==> src/rtl/capi_mmio_pkg.sv <==
// Shared MMIO definitions: master state encoding, bus field positions of the
// packed {vld,cfg,rnw,dw,addr,wd} bus, and the latched request record.
package capi_mmio_pkg;

    typedef enum logic [2:0] {
        ST_IDLE  = 3'd0,
        ST_WDATA = 3'd1,
        ST_WACK  = 3'd2,
        ST_RWAIT = 3'd3,
        ST_RACK  = 3'd4
    } state_t;

    localparam int WD_LSB   = 0;
    localparam int WD_W     = 64;
    localparam int ADDR_LSB = WD_LSB + WD_W;

    // Header bit positions depend on the address width chosen by the master.
    function automatic int dw_pos(input int aw);
        return ADDR_LSB + aw;
    endfunction

    function automatic int rnw_pos(input int aw);
        return ADDR_LSB + aw + 1;
    endfunction

    function automatic int cfg_pos(input int aw);
        return ADDR_LSB + aw + 2;
    endfunction

    function automatic int vld_pos(input int aw);
        return ADDR_LSB + aw + 3;
    endfunction

    typedef struct packed {
        logic        dw;
        logic        perr;
        logic [63:0] wd;
    } req_t;

endpackage

==> src/rtl/capi_mmio_par.sv <==
// 64-bit odd-parity generator: par makes the total count of ones odd.
module capi_mmio_par (
    input  logic [63:0] data,
    output logic        par
);
    assign par = ~^data;
endmodule

==> src/rtl/capi_mmio_master.sv <==
// CAPI MMIO master: turns host MMIO strobes into header/data bus cycles and
// returns one ack per request. Optional parity via CAPI_MMIO_PARITY_EN.
module capi_mmio_master
    import capi_mmio_pkg::*;
#(
    parameter int addr_width    = 24,
    parameter int mmiobus_width = 4 + addr_width + 64,
    parameter int timeout       = 255
) (
    input  logic                     clk,
    input  logic                     reset,
    input  logic                     i_ha_mmval,
    input  logic                     i_ha_mmcfg,
    input  logic                     i_ha_mmrnw,
    input  logic                     i_ha_mmdw,
    input  logic [addr_width-1:0]    i_ha_mmad,
    input  logic [63:0]              i_ha_mmdata,
    input  logic                     i_ha_mmdatapar,
    input  logic                     i_rd_v,
    input  logic [63:0]              i_rd_d,
    output logic [mmiobus_width-1:0] o_mmiobus,
    output logic                     o_ah_mmack,
    output logic [63:0]              o_ah_mmdata,
    output logic                     o_ah_mmdatapar,
    output logic                     o_perr,
    output logic                     o_err_sticky
);
    localparam int VLD = vld_pos(addr_width);
    localparam int CFG = cfg_pos(addr_width);
    localparam int RNW = rnw_pos(addr_width);
    localparam int DW  = dw_pos(addr_width);

    state_t                   state_q, state_d;
    logic [7:0]               cnt_q, cnt_d;
    req_t                     req_q;
    logic [mmiobus_width-1:0] bus_q, bus_d;
    logic                     ack_q, ack_d;
    logic [63:0]              data_q, data_d;
    logic                     par_q, par_d;
    logic                     perr_q, perr_d;
    logic                     err_q;
    logic                     bad_par, gen_par;

`ifdef CAPI_MMIO_PARITY_EN
    logic exp_par;

    capi_mmio_par u_par_chk (.data(i_ha_mmdata), .par(exp_par));
    capi_mmio_par u_par_gen (.data(data_d),      .par(gen_par));

    assign bad_par = exp_par != i_ha_mmdatapar;
`else
    logic unused_datapar;

    assign unused_datapar = i_ha_mmdatapar;
    assign bad_par        = 1'b0;
    assign gen_par        = 1'b0;
`endif

    assign par_d = ack_d & gen_par;

    always_comb begin
        state_d = state_q;
        cnt_d   = cnt_q;
        bus_d   = '0;
        ack_d   = 1'b0;
        data_d  = '0;
        perr_d  = 1'b0;
        case (state_q)
            ST_IDLE: if (i_ha_mmval) begin
                // A write with bad parity still runs its cycles but never strobes a target.
                bus_d[VLD]                       = i_ha_mmrnw | ~bad_par;
                bus_d[CFG]                       = i_ha_mmcfg;
                bus_d[RNW]                       = i_ha_mmrnw;
                bus_d[DW]                        = i_ha_mmdw;
                bus_d[ADDR_LSB +: addr_width]    = i_ha_mmad;
                cnt_d                            = '0;
                state_d = i_ha_mmrnw ? ST_RWAIT : ST_WDATA;
            end
            ST_WDATA: begin
                bus_d[WD_LSB +: WD_W] = req_q.wd;
                state_d               = ST_WACK;
            end
            ST_WACK: begin
                ack_d   = 1'b1;
                perr_d  = req_q.perr;
                state_d = ST_IDLE;
            end
            ST_RWAIT: begin
                cnt_d = cnt_q + 8'd1;
                if (i_rd_v) begin
                    ack_d   = 1'b1;
                    data_d  = req_q.dw ? i_rd_d : {2{i_rd_d[31:0]}};
                    state_d = ST_RACK;
                end else if (cnt_q == 8'(timeout)) begin
                    ack_d   = 1'b1;
                    data_d  = '1;
                    state_d = ST_RACK;
                end
            end
            ST_RACK: state_d = ST_IDLE;
            default: state_d = ST_IDLE;
        endcase
    end

    always_ff @(posedge clk or negedge reset) begin
        if (!reset) begin
            req_q <= '0;
        end else if (state_q == ST_IDLE && i_ha_mmval) begin
            req_q <= '{dw: i_ha_mmdw, perr: bad_par & ~i_ha_mmrnw, wd: i_ha_mmdata};
        end
    end

    always_ff @(posedge clk or negedge reset) begin
        if (!reset) begin
            state_q <= ST_IDLE;
            cnt_q   <= '0;
            bus_q   <= '0;
            ack_q   <= 1'b0;
            data_q  <= '0;
            par_q   <= 1'b0;
            perr_q  <= 1'b0;
            err_q   <= 1'b0;
        end else begin
            state_q <= state_d;
            cnt_q   <= cnt_d;
            bus_q   <= bus_d;
            ack_q   <= ack_d;
            data_q  <= data_d;
            par_q   <= par_d;
            perr_q  <= perr_d;
            if (i_ha_mmval && state_q != ST_IDLE) err_q <= 1'b1;
        end
    end

    assign o_mmiobus      = bus_q;
    assign o_ah_mmack     = ack_q;
    assign o_ah_mmdata    = data_q;
    assign o_ah_mmdatapar = par_q;
    assign o_perr         = perr_q;
    assign o_err_sticky   = err_q;

endmodule
==> config.mk <==
export PLATFORM = sky130hd
export DESIGN_NAME = capi_mmio_master
export DESIGN_NICKNAME = d
export VERILOG_FILES = /design/src/rtl/capi_mmio_pkg.sv /design/src/rtl/capi_mmio_par.sv /design/src/rtl/capi_mmio_master.sv
export SDC_FILE = /design/constraint.sdc
export NUM_CORES = 1
export LEC_CHECK = 0
export BUFFER_PORTS_ARGS = -buffer_cell sky130_fd_sc_hd__buf_2
export CAP_MARGIN = 10
export CORE_UTILIZATION = 25
export DETAILED_ROUTE_END_ITERATION = 7
export SLEW_MARGIN = 30
export SYNTH_ARGS = -nofsm -noshare
export SYNTH_HDL_FRONTEND = slang
export SYNTH_SLANG_ARGS = --single-unit
==> constraint.sdc <==
create_clock -name clk -period 1.5 [get_ports clk]
set_input_delay 0.075 -clock clk [delete_from_list [all_inputs] [get_ports clk]]
set_output_delay 0.075 -clock clk [all_outputs]
set_load 0.005 [all_outputs]
==> results of run 1 <==
[state kept, by name, indices dropped and copies added (netlist names)]
| name | count |
|---|---|
| o_err_sticky | 1 |
| o_ah_mmack | 1 |
| req_q | 65 |
| o_mmiobus | 92 |
| cnt_q | 8 |
| state_q | 3 |
| o_ah_mmdata | 64 |
[cells by family (layout without fill, tap and decap cells)]
family | Yosys count | after routing | synth area share
adder cells (fa/ha/maj) | 1 | 1 | 0.001449
buffers and inverters | 54 | 600 | 0.03536
multiplexers | 33 | 33 | 0.03841
XOR/XNOR | 1 | 1 | 0.001015
other | 1 | 2 | 0.0004344
AO/OA/AOI/OAI | 80 | 80 | 0.05985
AND/OR/NAND/NOR | 347 | 347 | 0.1852
flip-flops | 234 | 234 | 0.6783
[metal layers]
metal,vias to the layer above,share of wire
met1,3537,0.40
met3,57,0.080
met2,333,0.49
met4,0,0.033
met5,-,0
li1,3474,-
[worst max-delay path, delay by kind of cell, from the launching register on]
family | cells | cell delay [ns]
AND/OR/NAND/NOR | 3 | 0.80
flip-flops | 1 | 0.38
buffers and inverters | 1 | 0.22
[how the worst min path moves through the flow]
stage / startpoint / endpoint / slack, ns / depth (start not counted)
CTS: i_rd_d[43] / o_ah_mmdata[43] / 0.004 / 3
floorplan: reset / cnt_q[0] / -0.22 / 0
finish: i_rd_d[32] / o_ah_mmdata[32] / 0.01 / 3
global route: i_rd_d[43] / o_ah_mmdata[43] / 0.02 / 3
global placement: reset / o_mmiobus[66] / 0.06 / 1
detailed placement: reset / o_mmiobus[66] / 0.06 / 1
[stage by stage]
| step | area, um^2 | TNS [ns] | setup WS [ns] |
|---|---|---|---|
| after CTS | 13660 | -3.558 | -0.09624 |
| final | 14440 | -6.484 | -0.1238 |
| after global placement | 11110 | -2.381 | -0.06955 |
| after floorplan | 8643 | 0 | 0.0001068 |
| after detailed placement | 11110 | -4.782 | -0.1396 |
| after global routing | 14440 | -11.51 | -0.1487 |
[power by group]
group / switching, W / total [W] / leakage (nW) / internal (W)
Sequential: 0.000615 / 0.00854 / 3.12 / 0.00793
Clock: 0.00264 / 0.00621 / 0.409 / 0.00357
Combinational: 0.00345 / 0.00681 / 4.05 / 0.00336
[repair_timing]
item	4_1_cts	5_1_grt
setup endpoints to repair	100	146
gates resized for setup	24	109
endpoints found under the hold margin	388	0
buffers inserted	5	5
hold buffers	153	0
gates cloned	1	14
pin swaps	2	45
[placed cells by master, fill, tap and decap left out, types with 18 or more instances in the layout]
master	instances
a211oi_2	26
nand2_2	31
clkbuf_16	39
mux2i_1	32
and2_1	79
buf_4	35
buf_12	18
a21oi_1	25
dlygate4sd3_1	153
nand2_1	192
buf_2	315
dfrtp_1	233
[layout make-up]
cell class / instances / share of cell area
Clock buffer: 39 / 0.05337
Clock inverter: 11 / 0.004852
Inverter: 1 / 0.0007798
Multi-Input combinational cell: 464 / 0.2009
Sequential cell: 234 / 0.4056
Tap cell: 448 / 0.03881
Timing Repair Buffer: 549 / 0.2957
==> flow_summary.json, run 1 <==
{
  "status": "finished with violations",
  "violations": "negative setup slack",
  "yosysWarnings": 0,
  "cts_max_path_buffers": 3,
  "first_iter_violations": 251,
  "worstRegToRegCells": 4,
  "drv_cap": 0,
  "overflow": 0,
  "cts_sinks": 234,
  "final_nets": 1438,
  "met1_usage": 0.1755,
  "critPathCapture": "req_q[35]",
  "gp_congestion": 0.7884,
  "grt_max_degree": 74,
  "synth.ff_latch_count": 234,
  "cpPeakStageDelay_ns": 0.60,
  "clkLatencyLatePin_ns": 0.53,
  "multi_input_area_um2": 2902,
  "vias_per_cell": 4.239,
  "diodes": 0,
  "finalHoldWorstSlack_ns": 0.01096,
  "io_buffers": 316,
  "rrSetupSlack_ns": -0.12,
  "die_w_um": 187.8,
  "fin_cells": 1746,
  "antenna_found_initial": 0,
  "dp.cells": 1520,
  "finalHoldViolCount": 0,
  "cts-root-buf": "clkbuf_16",
  "grt_pass1_wl_um": 41210,
  "drc_errors": 0,
  "skew_ns": 0.01454,
  "syn_inst": 751,
  "synth_cell_type_count": 36,
  "slowest_stage": "or4b_4",
  "final_core_util": 0.4275,
  "ys_top_cells_by_area": "dfrtp_1 (68%), nand2_1 (10%), and2_1 (6.6%)",
  "fin_crit_sh": 1.083,
  "crit_fanout": 73,
  "p_leak_nw": 7.576,
  "ir_worst_vdd_v": 0.0009254,
  "syn_avg_cell_area_um2": 11.50,
  "path_cells": "or4b_4 -> buf_12 -> nand2_1 -> nand2_2",
  "power_w": 0.02157,
  "routed_wl_um": 28100,
  "grtUsageTotal": 0.1454,
  "slew_violations": 0,
  "dpl.hpwl_um": 16530,
  "dieArea_um2": 35280,
  "start_kind": "flip-flop",
  "async_flop_share": 1.000,
  "rr_startpoint": "state_q[1]",
  "critPathLaunch": "state_q[1]",
  "core_area_um2": 33780,
  "min_period_ns": 1.624,
  "ys_seq_area_frac": 0.6783,
  "synth_edf_count": 0,
  "cts_buffers": 27,
  "clkTransAtPathRegs_ns": 0.06,
  "synth_area_leader_cell": "dfrtp_1",
  "cts_tree": "done",
  "worstPathRequired_ns": 1.91,
  "timing.rr.end": "req_q[35]",
  "synth_area_um2": 8633,
  "tightest_slew_ns": 0.5304,
  "power_density_nw_per_um2": 1493,
  "worstSetupPathType": "flip-flop to flip-flop",
  "max_slew_margin": 0.6464,
  "use_met2": 0.2470,
  "cts_max_level": 1,
  "grt_pass1_vias": 7680,
  "fin_ws_ns": -0.1238,
  "rsz0062_at_grt": "true",
  "ys.flop_type": "dfrtp_1",
  "area_growth_pct": 67.28,
  "seq_area_um2": 5857,
  "hold_class": "input pin to flip-flop",
  "arrival_ns": 2.03,
  "pin_count": 320,
  "synthTopCellsByCount": "dfrtp_1 (234), nand2_1 (230), and2_1 (91)",
  "fmax_ghz": 0.6158,
  "die_h_um": 187.8,
  "initial_utilization": 0.2555,
  "yosysMostFrequentCell": "dfrtp_1",
  "firstDrtPassIters": 5,
  "wl_per_cell_um": 16.09,
  "drive_gt1_frac": 0.4153,
  "worst_setup_path_end_kind": "flip-flop",
  "fp-row-count": 67,
  "use_met3": 0.04380,
  "ant_nets": 0,
  "via_count": 7401,
  "fillers": 3057,
  "synth_top_area_share": 0.6783,
  "setup_viol": 99,
  "busiest_layer": "met2"
}
(Power assumes the default switching activity.)
==> run 2: changes to the inputs <==
==> constraint.sdc (replaced) <==
create_clock -name clk -period 1.8 [get_ports clk]
set_input_delay 0.09 -clock clk [delete_from_list [all_inputs] [get_ports clk]]
set_output_delay 0.09 -clock clk [all_outputs]
set_load 0.005 [all_outputs]
==> flow_summary.json, run 2 (synthesized netlist as in run 1, its figures left out) <==
{
  "status": "finished clean",
  "die_h_um": 187.8,
  "cts-root-buf": "clkbuf_16",
  "fmax_ghz": 0.6070,
  "routed_wl_um": 24640,
  "initial_utilization": 0.2555,
  "dr_wl_met3_um": 1778,
  "skew_ns": 0.01447,
  "wl_met1_um": 10020,
  "tightest_slew_ns": 0.5626,
  "slowest_stage": "or4b_4",
  "worst_setup_path_end_kind": "flip-flop",
  "drive_gt1_frac": 0.3150,
  "setup_viol": 0,
  "cts_tree": "done",
  "antenna_found_initial": 0,
  "clkTransAtPathRegs_ns": 0.06,
  "largest_register_ff_count": 92,
  "drv_cap": 0,
  "overflow": 0,
  "area_growth_pct": 54.99,
  "sw_frac_of_total": 0.2900,
  "cts_sinks": 234,
  "p_switching_w": 0.004915,
  "internal_power_w": 0.01203,
  "wl_per_cell_um": 14.45,
  "rsz0062_at_grt": "false",
  "path_delay_family": "simple AND/OR/NAND/NOR gates",
  "vias_per_cell": 4.154,
  "diodes": 0,
  "fp-row-count": 67,
  "top_layer_used": "met4",
  "power_frac_seq": 0.421,
  "grt_max_degree": 65,
  "io_buffers": 316,
  "pin_count": 320,
  "final_core_util": 0.3961,
  "grt_pass1_wl_um": 39340,
  "cpPeakStageDelay_ns": 0.57,
  "mostFrequentLayoutCell": "buf_2",
  "clkLatencyLatePin_ns": 0.52,
  "fin_cells": 1705,
  "grtUsageTotal": 0.1380,
  "crit_fanout": 48,
  "worstPathRequired_ns": 2.19,
  "firstDrtPassIters": 4,
  "power.clock.fraction": 0.327,
  "dieArea_um2": 35280,
  "cts_resized": 0,
  "max_slew_margin": 0.6249,
  "cts_max_level": 1,
  "final_nets": 1401,
  "p_leak_nw": 7.143,
  "power_density_nw_per_um2": 1267,
  "die_w_um": 187.8,
  "start_kind": "flip-flop",
  "via_count": 7082,
  "fin_crit_sh": 0.9153,
  "gp_congestion": 0.7847,
  "cts_max_path_buffers": 3,
  "worstSetupPathType": "flip-flop to flip-flop",
  "ir_worst_vdd_v": 0.0006866,
  "dp.cells": 1497,
  "setup_tns_ns": 0,
  "arrival_ns": 2.04,
  "cts_buffers": 27,
  "dpl.hpwl_um": 15720,
  "layout_common_cells": "buf_2 (315), dfrtp_1 (233), nand2_1 (230), dlygate4sd3_1 (162), and2_1 (91)",
  "combPwrFrac": 0.252,
  "finalHoldViolCount": 0,
  "grt_pass1_vias": 7714,
  "first_iter_violations": 198,
  "min_period_ns": 1.648,
  "drc_errors": 0,
  "ant_nets": 0,
  "path_cells": "or4b_4 -> buf_4 -> nand3_1 -> o21ai_0",
  "wl_met2_um": 12290,
  "core_area_um2": 33780,
  "critical_path_buf_inv_count": 1,
  "hold_class": "input pin to flip-flop",
  "slew_violations": 0
}
-- run 2: changes by cell type in the layout (fill, tap and decap cells not counted), sizes merged --
cell / change
clkinv: -3
dlygate4sd3: +9
clkinvlp: -3
clkbuf: -13
buf: -34
bufinv: +4
inv: -1
-- run 2: metrics by stage --
step	cell area [um^2]	hold WS [ns]	setup slack [ns]	power, W
final	13380	0.05079	0.1525	0.01695
after global routing	13380	0.06025	0.06942	0.01802
after CTS	13380	0.02975	0.1261	0.01723
after detailed placement	10860	0.09360	0.1341	0.01129
after global placement	10860	0.09619	0.1492	0.01119
after floorplan	8637	-0.2056	0.2408	0.009516
-- run 2: final timing paths --
path,from,endpoint,slack (ns),depth (start not counted)
worst min register to register,req_q[37],req_q[37],0.46,2
worst max register to register,state_q[2],cnt_q[4],0.15,4
worst max-delay path,state_q[2],cnt_q[4],0.15,4
max in group asynchronous,reset,req_q[29],1.02,3
min in group asynchronous,reset,req_q[63],0.12,2
worst min-delay path,i_rd_v,o_ah_mmdata[38],0.05,2
-- run 2: routing by layer --
layer,global-route usage,vias to the layer above
met5,0,-
met4,0.03315,0
met3,0.03743,35
met2,0.2551,272
met1,0.1562,3381
li1,-,3394
-- run 2: area by class of cell --
class                   count  area [um^2]
flip-flops and latches    234         5857
clock buffers              38        757.0
repair buffers            512         3568
multi-input cells         464         2494
clock inverters             8        140.1
well taps                 448        560.5
fillers                  3212        20400
inverters                   1        3.754
-- run 2: repair_timing --
item / CTS / global route
endpoints found under the setup margin: 0 / 0
setup buffers: 0 / 0
endpoints found under the hold margin: 343 / 0
hold buffers: 162 / 0
-- run 2: power groups by stage --
stage	sequential [W]	clock, W	combinational [W]
2_1_floorplan	0.00720	0	0.00231
3_3_place_gp	0.00719	0	0.00400
3_5_place_dp	0.00723	0	0.00406
4_1_cts	0.00715	0.00573	0.00435
5_1_grt	0.00729	0.00594	0.00479
6_report	0.00714	0.00554	0.00427
==> run 3: changes to the inputs <==
--- a/config.mk
+++ b/config.mk
@@ -5,6 +5,7 @@
 export SDC_FILE = /design/constraint.sdc
 export NUM_CORES = 1
 export LEC_CHECK = 0
+export ABC_AREA = 1
 export BUFFER_PORTS_ARGS = -buffer_cell sky130_fd_sc_hd__buf_2
 export CAP_MARGIN = 10
 export CORE_UTILIZATION = 25
==> constraint.sdc (replaced) <==
create_clock -name clk -period 2 [get_ports clk]
set_input_delay 0.1 -clock clk [delete_from_list [all_inputs] [get_ports clk]]
set_output_delay 0.1 -clock clk [all_outputs]
set_load 0.005 [all_outputs]
==> flow_summary.json, run 3 <==
{
  "synth_edf_count": 0,
  "finalHoldViolCount": 0,
  "p_switching_w": 0.004730,
  "tightest_slew_ns": 0.6189,
  "dp.cells": 1606,
  "worst_setup_path_end_kind": "flip-flop",
  "synth_cell_type_count": 21,
  "power_frac_seq": 0.415,
  "synthTopCellsByCount": "dfrtp_1 (234), nor2_1 (193), nand2_1 (185)",
  "synth_area_leader_cell": "dfrtp_1",
  "fin_crit_sh": 0.8874,
  "sw_frac_of_total": 0.3094,
  "finalHoldWorstSlack_ns": 0.09689,
  "ys_top_cells_by_area": "dfrtp_1 (69%), nor2_1 (8.5%), nand2_1 (8.2%)",
  "placed_area_um2": 10660,
  "grtUsageTotal": 0.1475,
  "mostFrequentLayoutCell": "buf_2",
  "syn_inst": 865,
  "cts_sinks": 234,
  "pin_count": 320,
  "grt_pass1_vias": 7970,
  "io_buffers": 316,
  "setup_tns_ns": 0,
  "start_kind": "flip-flop",
  "layout_common_cells": "buf_2 (315), dfrtp_1 (234), nor2_1 (193), nand2_1 (184), dlygate4sd3_1 (159)",
  "largest_register_ff_count": 92,
  "cts-root-buf": "clkbuf_16",
  "cts_max_path_buffers": 3,
  "max_slew_margin": 0.5874,
  "gp_congestion": 0.8159,
  "slew_violations": 0,
  "drv_cap": 0,
  "die_w_um": 186.5,
  "clkLatencyLatePin_ns": 0.53,
  "status": "finished clean",
  "fillers": 3260,
  "power.clock.fraction": 0.324,
  "ys.flop_type": "dfrtp_1",
  "overflow": 0,
  "ir_worst_vdd_v": 0.0006211,
  "drive_gt1_frac": 0.2857,
  "worstPathRequired_ns": 2.46,
  "via_count": 7433,
  "core_area_um2": 33530,
  "combPwrFrac": 0.260,
  "rsz0062_at_grt": "false",
  "die_h_um": 186.5,
  "synth_area_um2": 8506,
  "crit_fanout": 31,
  "internal_power_w": 0.01056,
  "first_iter_violations": 344,
  "fp-row-count": 67,
  "initial_utilization": 0.2537,
  "fin_cells": 1813,
  "synth_top_area_share": 0.6884,
  "yosysWarnings": 0,
  "setup_viol": 0,
  "firstDrtPassIters": 5,
  "vias_per_cell": 4.100,
  "area_growth_pct": 54.60,
  "p_leak_nw": 7.189,
  "wl_per_cell_um": 14.11,
  "worstSetupPathType": "flip-flop to flip-flop",
  "cts_resized": 0,
  "arrival_ns": 2.23,
  "grt_max_degree": 74,
  "drc_errors": 0,
  "clkTransAtPathRegs_ns": 0.06,
  "syn_avg_cell_area_um2": 9.833,
  "min_period_ns": 1.775,
  "diodes": 0,
  "cts_max_level": 1,
  "yosysMostFrequentCell": "dfrtp_1",
  "skew_ns": 0.01590,
  "synth.ff_latch_count": 234,
  "dpl.hpwl_um": 16650,
  "dieArea_um2": 34760,
  "routed_wl_um": 25580,
  "final_area_um2": 13150,
  "cts_tree": "done",
  "fmax_ghz": 0.5634,
  "ant_nets": 0,
  "final_nets": 1507,
  "power_density_nw_per_um2": 1163,
  "hold_class": "input pin to flip-flop",
  "antenna_found_initial": 1,
  "grt_pass1_wl_um": 41490,
  "ys_seq_area_frac": 0.6884,
  "cts_buffers": 27,
  "async_flop_share": 1.000
}
[run 3: logic make-up (layout without fill, tap and decap cells)]
kind of cell,count (synthesis),in the layout,synth area share
buffers and inverters,128,627,0.06752
adder cells (fa/ha/maj),1,1,0.001471
AO/OA/AOI/OAI,108,108,0.06384
AND/OR/NAND/NOR,393,393,0.1783
other,1,2,0.0004409
flip-flops,234,234,0.6884
[run 3: path summary, 6_finish.rpt]
path	startpoint	endpoint	slack, ns	depth (start not counted)
worst min register to register	o_err_sticky	o_err_sticky	0.45	1
worst min-delay path	i_rd_d[58]	o_ah_mmdata[58]	0.1	5
worst max register to register	req_q[65]	o_ah_mmdata[32]	0.23	5
max in group asynchronous	reset	o_ah_mmdata[38]	1.18	3
min in group asynchronous	reset	req_q[8]	0.18	2
worst max-delay path	req_q[65]	o_ah_mmdata[32]	0.23	5
[run 3: timing repair]
item	CTS	global route
buffers inserted	0	0
hold endpoints to repair	222	0
hold buffers	159	0
[run 3: final cells by class]
| cell class | instances | area, um^2 | area share |
|---|---|---|---|
| Clock buffer | 38 | 767.0 | 0.05833 |
| Sequential cell | 234 | 5856 | 0.4453 |
| Clock inverter | 10 | 131.4 | 0.009990 |
| Inverter | 80 | 302.8 | 0.02303 |
| Timing Repair Buffer | 499 | 3451 | 0.2624 |
| Multi-Input combinational cell | 504 | 2082 | 0.1583 |
| Tap cell | 448 | 560.5 | 0.04263 |
[run 3: routing by layer]
metal	share of wire	GRT usage	vias up
li1	-	-	3588
met1	0.41	0.1763	3501
met2	0.48	0.2577	292
met3	0.078	0.03856	50
met4	0.028	0.04697	2
met5	0.00051	0	-
[run 3: power groups by stage]
stage	logic, W	registers [W]	clock network, W
2_1_floorplan	0.00208	0.00645	0
4_1_cts	0.00404	0.00635	0.00514
3_3_place_gp	0.00367	0.00639	0
6_report	0.00398	0.00635	0.00496
5_1_grt	0.00450	0.00648	0.00533
3_5_place_dp	0.00375	0.00643	0
[run 3: critical path, stage by stage, from the launching register on]
cell	delay, ns
dfrtp_1	0.39
inv_1	0.13
buf_4	0.37
a21oi_1	0.12
dlygate4sd3_1	0.57
nor2_1	0.10
[run 3: metrics by stage]
step | util | power, W | worst slack (ns)
global route | 0.3922 | 0.01632 | 0.07813
detailed placement | 0.3179 | 0.01017 | 0.4283
global placement | 0.3179 | 0.01007 | 0.4705
CTS | 0.3922 | 0.01553 | 0.1783
finish | 0.3922 | 0.01529 | 0.2252
floorplan | - | 0.008531 | 0.6592
